<file path="config.mk">
export PLATFORM = sky130hd
export DESIGN_NAME = spi_note_sender
export DESIGN_NICKNAME = d
export VERILOG_FILES = /design/src/rtl/spi_note_sender.sv
export SDC_FILE = /design/constraint.sdc
export NUM_CORES = 1
export LEC_CHECK = 0
export CORE_UTILIZATION = 30
export DETAILED_ROUTE_END_ITERATION = 10
export HOLD_SLACK_MARGIN = 0.03
export PLACE_DENSITY = 0.62
export SETUP_SLACK_MARGIN = 0.15
export SKIP_CTS_REPAIR_TIMING = 1
export SYNTH_ARGS = -nofsm -noshare
export SYNTH_HDL_FRONTEND = slang
export SYNTH_SLANG_ARGS = --single-unit
</file>
<file path="constraint.sdc">
create_clock -name i_clk -period 1.8 [get_ports i_clk]
set_input_delay 0.27 -clock i_clk [delete_from_list [all_inputs] [get_ports i_clk]]
set_output_delay 0.27 -clock i_clk [all_outputs]
set_load 0.05 [all_outputs]
</file>
<file path="src/rtl/spi_note_sender.sv">
// SPI-master serializer for note events: shifts a 2-byte NOTEOFF or 4-byte NOTEON
// frame MSB-first in SPI mode 0, with SCLK derived from i_clk by division.
module spi_note_sender #(
    parameter int          CLK_DIV  = 4,
    parameter int          BYTE_GAP = 8,
    parameter logic [7:0]  NOTEON   = 8'h90,
    parameter logic [7:0]  NOTEOFF  = 8'h80
) (
    input  logic       i_clk,
    input  logic       i_reset,
    input  logic       i_valid,
    output logic       o_ready,
    input  logic       i_note_status,
    input  logic [7:0] i_voice_index,
    input  logic [6:0] i_midi_note,
    input  logic [6:0] i_velocity,
    output logic       o_SPI_sclk,
    output logic       o_SPI_mosi,
    output logic       o_SPI_cs_n,
    output logic       o_done
);

    localparam int CNT_MAX = (CLK_DIV > BYTE_GAP) ? CLK_DIV : BYTE_GAP;
    localparam int CW      = $clog2(CNT_MAX + 1);
    localparam logic [CW-1:0] DIV_LAST = CW'(CLK_DIV - 1);
    localparam logic [CW-1:0] GAP_LAST = CW'(BYTE_GAP - 1);

    typedef enum logic [1:0] {IDLE, SHIFT_LO, SHIFT_HI, GAP} state_t;

    state_t        state;
    logic [CW-1:0] cnt;
    logic [2:0]    bit_cnt;
    logic [1:0]    byte_cnt;
    logic [1:0]    byte_last;
    logic [31:0]   shift_reg;

    // Handshake: a request is taken on any rising edge where i_valid and o_ready
    // are both high; o_ready stays low for the whole frame, so requests seen while
    // busy are simply not taken and the requester must keep i_valid asserted.
    always_ff @(posedge i_clk) begin
        if (i_reset) begin
            state      <= IDLE;
            cnt        <= '0;
            bit_cnt    <= '0;
            byte_cnt   <= '0;
            byte_last  <= '0;
            shift_reg  <= '0;
            o_ready    <= 1'b1;
            o_SPI_sclk <= 1'b0;
            o_SPI_mosi <= 1'b0;
            o_SPI_cs_n <= 1'b1;
            o_done     <= 1'b0;
        end else begin
            o_done <= 1'b0;
            case (state)
                IDLE: begin
                    if (i_valid) begin
                        if (i_note_status) begin
                            shift_reg <= {NOTEON, i_voice_index, 1'b0, i_midi_note,
                                          1'b0, i_velocity};
                            byte_last <= 2'd3;
                        end else begin
                            shift_reg <= {NOTEOFF, i_voice_index, 16'h0000};
                            byte_last <= 2'd1;
                        end
                        o_SPI_mosi <= i_note_status ? NOTEON[7] : NOTEOFF[7];
                        o_SPI_cs_n <= 1'b0;
                        o_SPI_sclk <= 1'b0;
                        o_ready    <= 1'b0;
                        cnt        <= '0;
                        bit_cnt    <= '0;
                        byte_cnt   <= '0;
                        state      <= SHIFT_LO;
                    end
                end
                SHIFT_LO: begin
                    if (cnt == DIV_LAST) begin
                        cnt        <= '0;
                        o_SPI_sclk <= 1'b1;
                        state      <= SHIFT_HI;
                    end else begin
                        cnt <= cnt + 1'b1;
                    end
                end
                SHIFT_HI: begin
                    if (cnt == DIV_LAST) begin
                        cnt        <= '0;
                        o_SPI_sclk <= 1'b0;
                        shift_reg  <= {shift_reg[30:0], 1'b0};
                        if (bit_cnt == 3'd7) begin
                            bit_cnt <= '0;
                            state   <= GAP;
                        end else begin
                            // Next bit goes out on the falling edge.
                            bit_cnt    <= bit_cnt + 1'b1;
                            o_SPI_mosi <= shift_reg[30];
                            state      <= SHIFT_LO;
                        end
                    end else begin
                        cnt <= cnt + 1'b1;
                    end
                end
                GAP: begin
                    if (cnt == GAP_LAST) begin
                        cnt <= '0;
                        if (byte_cnt == byte_last) begin
                            byte_cnt   <= '0;
                            o_SPI_cs_n <= 1'b1;
                            o_SPI_mosi <= 1'b0;
                            o_ready    <= 1'b1;
                            o_done     <= 1'b1;
                            state      <= IDLE;
                        end else begin
                            byte_cnt   <= byte_cnt + 1'b1;
                            o_SPI_mosi <= shift_reg[31];
                            state      <= SHIFT_LO;
                        end
                    end else begin
                        cnt <= cnt + 1'b1;
                    end
                end
                default: state <= IDLE;
            endcase
        end
    end

endmodule

</file>
Word-level counts from Yosys, hierarchy flattened
Index checks and enable logic that the tools add are counted.
- bitwise operators: 2
- eq/ne operators: 13
- multiplexer cells: 38
- $add $sub $neg: 3
- reduce and logical (&&, ||, !) cells: 14
- operators by type and width (kind ; number):
    $mux 32 ; 2
    $pmux 32 s2 ; 1
    $mux 29 ; 1
    $mux 2 ; 9
    $mux 1 ; 12
    $mux 4 ; 3
    $ne 2x2->1 const B ; 6
    $pmux 4 s3 ; 1
    $reduce_and 4->1 ; 3
    $mux 3 ; 3
    $pmux 2 s4 ; 1
    $pmux 1 s3 ; 2
    $pmux 3 s2 ; 1
    $reduce_and 3->1 ; 2
    $reduce_bool 3->1 ; 2
    $reduce_and 5->1 ; 1
    $add 4x1->4 const B ; 1
    $eq 2x2->1 const B ; 2
    $eq 4x2->1 const B ; 1
    $eq 4x3->1 const B ; 1
    $pmux 2 s2 ; 1
    $reduce_bool 2->1 ; 2
    $add 3x1->3 const B ; 1
    $eq 3x3->1 const B ; 1
    other kinds (9) ; 10
- word-level logic and storage cells: 80
- output and inout bits: 5
- bits of input ports: 26
- register bits after elaboration: 49

Longest topological paths before layout
Gate-level depths: netlist of the first run.
- depth in word-level cells: 4
- mapped depth: 8
- mapped depth without buffers: 6

Worst setup path after synthesis of the first run
No wires, ideal clock.
- path type: reg-to-reg
- start point: reg state[0]
- end point: reg shift_reg[10]
- cell stages (with the launch flop): 8
- data required time: 1722 ps
- setup time: 78 ps
- period minus slack after synthesis: 1735 ps
- setup slack: 65 ps
- path buffers: 2
- arrival: 1657 ps
- cell sequence: dfxtp_1 > inv_1 > ha_1 > buf_2 > nor2b_1 > clkbuf_1 > a221oi_1 > nor3_1
- cells in the longest elaborated chain, start to end: 3
- elaborated cells between the ends (all ways): 7
- classes of those cells: eq/ne: 3; mux: 1; reduce/logical: 3
- ends and longest elaborated chain (what ; line ; text):
    from (decl) ; 30 ; state_t state;
    from (signal assigned) ; 42 ; state <= IDLE;
    from (signal assigned) ; 73 ; state <= SHIFT_LO;
    from (signal assigned) ; 80 ; state <= SHIFT_HI;
    $eq 2x2->1 / $logic_not 2->1 (equally long branches) ; 55 ; case (state)
    $ne 2x2->1 (no line) / $reduce_bool 2->1 (equally long branches) ; -- ;
    $reduce_and 3->1 (no line) ; -- ;
    to (signal assigned) ; 59 ; shift_reg <= {NOTEON, i_voice_index, 1'b0, i_midi_note,
    to (signal assigned) ; 63 ; shift_reg <= {NOTEOFF, i_voice_index, 16'h0000};
    to (signal assigned) ; 89 ; shift_reg <= {shift_reg[30:0], 1'b0};
    to (decl) ; 35 ; logic [31:0] shift_reg;
Several ways; a longest one is shown, not always the timed one.
A chain may end at the register's enable or synchronous reset.

Worst setup path in the final report of the first run
- start point: reg cnt[0]
- end point: reg state[0]
- cells in the longest elaborated chain, start to end: 3
- elaborated cells between the ends (all ways): 6
- classes of those cells: eq/ne: 5; reduce/logical: 1
- ends and longest elaborated chain (what ; line ; text):
    from (decl) ; 31 ; logic [CW-1:0] cnt;
    from (signal assigned) ; 82 ; cnt <= cnt + 1'b1;
    from (signal assigned) ; 100 ; cnt <= cnt + 1'b1;
    from (signal assigned) ; 119 ; cnt <= cnt + 1'b1;
    $eq 4x2->1 / $eq 4x3->1 (equally long branches) ; 77, 86, 104 ;
    $ne 2x2->1 (no line) ; -- ;
    $reduce_and 4->1 (no line) * ; -- ;
    to (signal assigned) ; 80 ;
    to (signal assigned) ; 92 ; state <= GAP;
    to (signal assigned) ; 97 ; state <= SHIFT_LO;
Every way passes the cells marked *; elsewhere a longest branch is shown, timed or not.

==> out/results.ini, run 1 <==
[outcome]
outcome=completed

[clock_tree]
clk-insertion-delay-late_ps=300
clk_pin_slew_ps=90
clock-sinks=49
cts-root-buf=clkbuf_8
cts_buffer_depth=2
cts_htree_levels=2
cts_made_buffers=5
tritoncts=done

[global_routing]
grt_pass1_vias=1859
antenna_found_initial=0
grt_max_degree=33
track_usage_pct=13.7
overflow=0
grt_pass1_wl_um=8450

[floorplan]
fp.coreArea_sq_mm=0.00725
die_x_um=88.8
start_util_pct=31.2
die_area_sq_mm=0.00788
row_count=31
die_h_um=88.8
ios=31

[routing]
final_antenna_net_count=0
post-route-drc-count=0
vias=1986
wire_per_inst_um=14.1
first_iter_violations=84
drtPass1Iterations=4
vias_per_cell=5.03
wirelength_um=5570

[synth]
ys.flop_type=dfxtp_1
synth_fa_ha_area_share_pct=3.88
syn_avg_cell_area_sq_um=9.07
synth-seq-area-share_pct=43.4
synthSimpleGateAreaFrac_pct=19.8
syn_nets=282
synth_top_area_share_pct=43.4
synth_edf_count=0
synth_top_family_by_area=compound AO/OA/AOI/OAI gates
synth_area_leader_cell=dfxtp_1
synth.area.top_cells=dfxtp_1 43%, nor2_1 6.5%, a221oi_1 5.0%
synth_area_sq_mm=0.00226
yosysWarningCount=0
synth_compound_area_share_pct=21.9
synth_cells=249
synth_seq_cells=49
synth_xor_area_share_pct=0.775
synthArstFlopShare_pct=0
synth_cell_types=47
synth_mux_area_share_pct=4.93

[final_layout]
largest_reg_flops=32
area_delta_synth_final_pct=42.2
layout_common_cells=45 x dfxtp_1, 38 x nor2_1, 24 x clkdlybuf4s50_1
final_common_cell=dfxtp_1
drive_gt1_share_pct=29.1
nFillCells=713
instances_no_fill=395
final_cell_area_sq_mm=0.00321
n_antenna_cell=0
nets=328

[critical_path]
reg2reg_setup_slack_ps=110
crit_arrival_ps=1860
critPathMaxFanout=5
r2r-end=state[0]
end_kind=flop
reg2reg_depth=5
critPathLaunch=cnt[0]
required_ps=1970
critPathKind=flop to flop
cp-endpoint=state[0]
r2r_start=cnt[0]
start_kind=flop

[placement]
placed_area_sq_mm=0.00280
place_inst=378
dp.final_hpwl_um=3450
gp_congestion=0.766
port_buffers=30

[sta]
final_hold_viol_count=0
finalCritPeriodShare_pct=93.8
rsz0062_at_grt=true
fmax_ghz=0.592
relSlewSlack_pct=65.1
setup_viol=0
min_period_ps=1690
totalNegativeSetupSlack_ps=0
tightest_slew_ps=523
report.final.slew_viol_count=0
skew_ps=6.10

[power_and_ir_drop]
ir_drop_uv=702
finalPower_w=0.00532
powerDensity_mw_per_mm2=1660
leakagePower_nw=1.23

[worst_hold_path]
hp-class=input port to flop

[run]
max-cap-violations=0

[worst min path at each step]
| stage | startpoint | to | slack (ps) | cells after the start |
|---|---|---|---|---|
| after floorplan | i_valid | byte_last[0] | 410 | 2 |
| after global placement | shift_reg[0] | shift_reg[0] | 440 | 2 |
| after detailed placement | shift_reg[0] | shift_reg[0] | 470 | 2 |
| after CTS | i_reset | bit_cnt[2] | 420 | 2 |
| after global routing | i_reset | byte_last[0] | 440 | 2 |
| final | i_reset | byte_last[0] | 420 | 2 |
[metal layers]
metal  GRT usage, %  up-vias  wire [um]
met5              0        -          0
met4           3.67        0         33
met3           3.17        4        159
met2           22.9       32       2570
met1           17.7      953       2800
li1               -      997          -
[power breakdown]
group / total (W) / leakage, nW / internal (W) / switching [W]
Combinational: 0.00300 / 0.772 / 0.00146 / 0.00154
Clock: 0.000682 / 0.0512 / 0.000312 / 0.000370
Sequential: 0.00164 / 0.405 / 0.00141 / 0.000226
[worst max-delay path: stages (launching register included)]
cell and delay (ps):
dfxtp_4 380, ha_4 150, or3b_4 410, a221oi_4 320, nor4b_4 260, a211oi_2 50
[cell usage after synthesis, drive strengths merged (3+ instances only)]
| library cell | n |
|---|---|
| a211oi | 12 |
| a21oi | 14 |
| a221oi | 14 |
| a22oi | 11 |
| buf | 12 |
| clkbuf | 9 |
| dfxtp | 49 |
| ha | 7 |
| inv | 5 |
| mux2i | 10 |
| nand2 | 8 |
| nand2b | 4 |
| nand3 | 4 |
| nor2 | 39 |
| nor2b | 3 |
| nor3 | 15 |
| o21ai | 6 |
[cell families (layout without fill, tap and decap cells)]
logic type,after synthesis,after routing
buf+inv,26,72
flops,49,49
simple gates,89,89
mux,11,11
xor+xnor,2,2
compound gates,65,66
fa+ha+maj,7,7
[layout make-up]
type / count / area [sq um] / area share (%)
multi-input cells: 175 / 1370 / 42.5
flip-flops and latches: 49 / 996 / 31.0
repair buffers: 59 / 604 / 18.8
well taps: 99 / 124 / 3.85
clock buffers: 6 / 82.6 / 2.57
inverters: 5 / 26.3 / 0.817
clock inverters: 2 / 13.8 / 0.428
[per-stage QoR]
step	hold slack [ps]	worst slack, ps	util, %
after global routing	441	36.0	44.3
final	423	112	44.3
after global placement	445	65.6	38.6
after floorplan	413	165	-
after CTS	423	25.8	39.9
after detailed placement	468	45.7	38.6
No activity file was read; power rests on OpenSTA's default activity.
==> inputs of run 2 (changes only) <==
- CAP_MARGIN: not set -> 10
- PLACE_DENSITY: 0.62 -> not set
- TNS_END_PERCENT: not set -> 50
==> out/results.ini, run 2 (same netlist as run 1, synthesis figures left out) <==
[outcome]
outcome=completed

[worst_hold_path]
hp-class=input port to flop
holdPathStages=2  ; unchanged

[global_routing]
track_usage_pct=13.2  ; -0.53 points
overflow=0  ; unchanged
grt_pass1_vias=1724  ; -7.3%
antenna_found_initial=0  ; unchanged
grt_max_degree=37  ; +12%
grt_pass1_wl_um=7950  ; -6.0%

[critical_path]
required_ps=1530  ; -440 ps
r2r_start=cnt[0]
critPathMaxFanout=3  ; -2
critPathKind=flop to primary output
reg2reg_depth=5  ; unchanged
path_cells=clkdlybuf4s50_1
cp.depth=1  ; -4
crit_arrival_ps=1460  ; -400 ps
critical_path.top_delay_family=buffers and inverters
cp_slowest_cell=clkdlybuf4s50_1
r2r-end=state[0]
crit_buf_inv=1  ; +1
reg2reg_setup_slack_ps=130  ; +20 ps
end_kind=primary output
start_kind=flop
critPathLaunch=o_SPI_cs_n
max_stage_delay_ps=810  ; +400 ps
cp-endpoint=o_SPI_cs_n

[final_layout]
layout_common_cells=45 x dfxtp_1, 39 x nor2_1, 27 x clkdlybuf4s50_1
area_delta_synth_final_pct=37.9
largest_reg_flops=32  ; unchanged
final_util_pct=43.0  ; -1.3 points
instances_no_fill=388  ; -1.8%
final_common_cell=dfxtp_1
drive_gt1_share_pct=22.8  ; -6.2 points
nFillCells=710  ; -0.42%
n_antenna_cell=0  ; unchanged
nets=321  ; -2.1%

[floorplan]
die_x_um=88.8  ; unchanged
ios=31  ; unchanged
fp.coreArea_sq_mm=0.00725  ; unchanged
start_util_pct=31.2  ; unchanged
row_count=31  ; unchanged
die_h_um=88.8  ; unchanged
die_area_sq_mm=0.00788  ; unchanged

[sta]
tightest_slew_ps=497  ; -25.5 ps
min_period_ps=1730  ; +44.2 ps
setup_viol=0  ; unchanged
finalCritPeriodShare_pct=96.2  ; +2.5 points
relSlewSlack_pct=66.7  ; +1.6 points
report.final.slew_viol_count=0  ; unchanged
totalNegativeSetupSlack_ps=0  ; unchanged
final_hold_viol_count=0  ; unchanged
fin_ws_ps=67.6  ; -44.2 ps
fmax_ghz=0.577  ; -2.6%
rsz0062_at_grt=true
skew_ps=5.83  ; -0.278 ps

[routing]
vias=1949  ; -1.9%
final_antenna_net_count=0  ; unchanged
first_iter_violations=65  ; -23%
post-route-drc-count=0  ; unchanged
wire_per_inst_um=13.2  ; -6.0%
drtPass1Iterations=4  ; unchanged
wirelength_um=5140  ; -7.7%
vias_per_cell=5.02  ; about the same

[placement]
dp.final_hpwl_um=3330  ; -3.6%
post-place-ws_ps=22.5  ; -23.2 ps
place_inst=373  ; -1.3%
port_buffers=30  ; unchanged
gp_congestion=0.794  ; +3.7%

[power_and_ir_drop]
p_int_w=0.00326  ; +2.2%
pwr-share-seq_pct=30.7  ; about the same
switchingPower_w=0.00197  ; -7.9%
ir_drop_uv=689  ; -1.9%
comb_power_share_pct=53.5  ; -2.9 points
clkPwrFrac_pct=15.8  ; +3.0 points
leakagePower_nw=1.12  ; -8.7%
switching_share_pct=37.7  ; -2.5 points
powerDensity_mw_per_mm2=1680  ; +1.2%

[clock_tree]
clock-sinks=49  ; unchanged
cts_htree_levels=2  ; unchanged
cts_buffer_depth=2  ; unchanged
clk-insertion-delay-late_ps=300  ; about the same
tritoncts=done
cts_made_buffers=5  ; unchanged
clk_pin_slew_ps=90  ; about the same
cts-root-buf=clkbuf_8

[run]
max-cap-violations=0  ; unchanged

run 2: power groups by stage:
stage	combinational [W]	clock [W]	sequential [W]
global route	0.00303	0.000884	0.00165
detailed placement	0.00232	0	0.00161
floorplan	0.00153	0	0.00164
global placement	0.00229	0	0.00161
finish	0.00280	0.000823	0.00161
CTS	0.00232	0.000850	0.00159
run 2: how the worst min path moves through the flow:
stage	start	to	slack (ps)
after detailed placement	shift_reg[0]	shift_reg[0]	450
after global placement	shift_reg[0]	shift_reg[0]	440
after global routing	i_reset	cnt[0]	330
final	i_reset	cnt[1]	340
after floorplan	i_valid	byte_last[0]	410
after CTS	i_reset	cnt[0]	330
run 2: through the flow:
step | area, sq um | hold WS, ps | power, W
global placement | 2780 | 442 | 0.00390
global route | 3120 | 334 | 0.00557
floorplan | 2300 | 413 | 0.00317
CTS | 2900 | 325 | 0.00476
detailed placement | 2780 | 448 | 0.00393
finish | 3120 | 341 | 0.00523
run 2: routing by layer:
metal / routed length, um / share of wire, % / track usage, %
met5: 0 / 0 / 0
met4: 90 / 1.8 / 5.72
met3: 153 / 3.0 / 2.99
met2: 2350 / 46 / 21.6
met1: 2540 / 49 / 16.6
run 2: layout make-up:
type,count,area [sq um],area share [%]
Inverter,5,23.8,0.763
Timing Repair Buffer,53,564,18.1
Sequential cell,49,993,31.9
Clock buffer,6,82.6,2.65
Clock inverter,2,37.5,1.20
Multi-Input combinational cell,174,1290,41.4
Tap cell,99,124,3.97
run 2: worst register-to-register path: stages, from the launching register on:
cell,delay [ps]
dfxtp_4,380
ha_4,150
or3b_4,400
a221oi_4,310
nor4b_4,260
a211oi_2,60
==> edit: new RTL, config.mk and constraints of run 1 <==
Set the parameter `BYTE_GAP` to 16 (it was 8).
--- a/src/rtl/spi_note_sender.sv
+++ b/src/rtl/spi_note_sender.sv
@@ -2,7 +2,7 @@
 // frame MSB-first in SPI mode 0, with SCLK derived from i_clk by division.
 module spi_note_sender #(
     parameter int          CLK_DIV  = 4,
-    parameter int          BYTE_GAP = 8,
+    parameter int          BYTE_GAP = 16,
     parameter logic [7:0]  NOTEON   = 8'h90,
     parameter logic [7:0]  NOTEOFF  = 8'h80
 ) (
Check against the original RTL: no difference found for any inputs over 10 cycles, from zero or initial values and one cycle with i_reset high; that may be too few to reach the edited logic, so the function may still have changed.
==> edit against run 1 <==
The run now ends with setup timing left; sequential cell count grew 1; worst setup slack worse by 0.24 ns; sequential share of layout area shrank 1.0 points; power grew 7.5%; routed wire length grew 2.2%; cell area increased by 4.4%; global-route usage increased by 0.74 points; area after synthesis is 0.39% higher; core utilization rose by 1.7 points; first-iteration DRC count is 11% higher; synthesized cell count is 4.0% higher; fmax is 12% lower; highest routed layer unchanged.
==> edit: results (changes against run 1) <==
* Final HPWL DP at 3560 um (was 3450 um)
* Pre-CTS setup slack at -0.187 ns (was 0.0457 ns)
* Netlist cell types at 39 (was 47)
* Worst-case vdd ir drop at 589 uV (was 702 uV)
* Synthesized Nets at 293 (was 282)
* Number of filler instances in the final layout at 719 (was 713)
* Vias per Instance at 5.03 (about the same)
* DRC violation total after the first TritonRoute iteration at 93 (was 84)
* Fin Setup TNS at -3.43 ns (was 0 ns)
* Arrival time at the worst endpoint at 2.17 ns (was 1.86 ns)
* Transition time at the pin with the least slew margin at 0.508 ns (was 0.523 ns)
* Number of setup violations in the final report at 38 (was 0)
* First-pass GRT wire length at 8910 um (was 8450 um)
* Post-route worst setup slack at -0.124 ns (was 0.112 ns)
* Top cells by area, synth: sky130_fd_sc_hd__dfxtp_1, sky130_fd_sc_hd__nor2_1, sky130_fd_sc_hd__a221oi_1 (unchanged)
* Cells after synthesis at 259 (was 249)
* Count of non-filler cells in the finished layout at 415 (was 395)
* Via count of the first global-routing pass at 1900 (was 1859)
* Result of the run: finished with violations (was finished clean)
* Fraction of final layout cells with drive strength greater than 1 at 30.4% (was 29.1%)
* Max Clock Skew at 0.0106 ns (was 0.00610 ns)
* Highest net fanout along the worst path at 8 (was 5)
* Top cells by count, synth: sky130_fd_sc_hd__dfxtp_1, sky130_fd_sc_hd__nor2_1, sky130_fd_sc_hd__nor3_1 (was sky130_fd_sc_hd__dfxtp_1, sky130_fd_sc_hd__nor2_1, sky130_fd_sc_hd__nor3_1, sky130_fd_sc_hd__a21oi_1, sky130_fd_sc_hd__a221oi_1)
* Largest incremental delay on the critical path at 0.50 ns (was 0.41 ns)
* Leakage Power at 1.27 nW (was 1.23 nW)
* Post-layout net count at 349 (was 328)
* Wire length per cell at 13.7 um (was 14.1 um)
* Switching portion of total power at 40.2% (about the same)
* Register area share after synthesis at 44.1% (was 43.4%)
* Routability cong. at 0.778 (was 0.766)
* Placed cells at 399 (was 378)
* Violations in the final reports: setup timing
* Total track usage at 14.5% (was 13.7%)
edit: through the flow:
stage | cell area, um2 | hold slack [ns] | util [%]
2_1_floorplan | 2380 | 0.413 | -
3_3_place_gp | 2970 | 0.438 | 40.7
3_5_place_dp | 2970 | 0.452 | 40.7
4_1_cts | 3070 | 0.371 | 42.1
5_1_grt | 3350 | 0.398 | 46.0
6_report | 3350 | 0.380 | 46.0
edit: final cells by class:
class	count	area (um2)	share of cell area, %
timing repair buffer	71	727	21.7
inverter	7	26.3	0.783
clock buffer	6	82.6	2.46
multi-input combinational	180	1370	40.9
clock inverter	2	17.5	0.522
tap	99	124	3.69
sequential	50	1010	30.0
edit: per-layer routing:
layer / global-route usage (%) / wire [um]
met2: 22.3 / 2600
met3: 3.05 / 155
met4: 5.19 / 79
met5: 0 / 0
met1: 20.0 / 2850
edit: worst paths after layout:
kind / from / end / depth (start not counted)
min reg2reg: byte_last[1] / byte_last[1] / 2
max reg2reg: cnt[1] / shift_reg[2] / 8
max: cnt[1] / shift_reg[2] / 8
min: i_reset / shift_reg[7] / 2
edit: power groups by stage:
stage	combinational [mW]	sequential, mW	clock, mW
after floorplan	1.71	1.73	0
after global placement	2.56	1.66	0
after detailed placement	2.58	1.66	0
after CTS	2.59	1.64	0.737
after global routing	3.65	1.71	0.774
final	3.35	1.67	0.710
edit: worst register-to-register path: stages (launching register included):
cell	delay (ns)
sky130_fd_sc_hd__dfxtp_2	0.36
sky130_fd_sc_hd__ha_4	0.13
sky130_fd_sc_hd__or4b_4	0.50
sky130_fd_sc_hd__buf_6	0.15
sky130_fd_sc_hd__a211oi_4	0.19
sky130_fd_sc_hd__buf_6	0.17
sky130_fd_sc_hd__clkbuf_16	0.16
sky130_fd_sc_hd__nor2_1	0.04
sky130_fd_sc_hd__nor3_1	0.16
edit: kinds of logic after synthesis:
logic type | after synthesis | synth area share (%)
simple gates | 90 | 18.0
mux | 10 | 4.41
xor+xnor | 2 | 0.772
flops | 50 | 44.1
compound gates | 70 | 22.7
buf+inv | 29 | 5.63
fa+ha+maj | 8 | 4.41
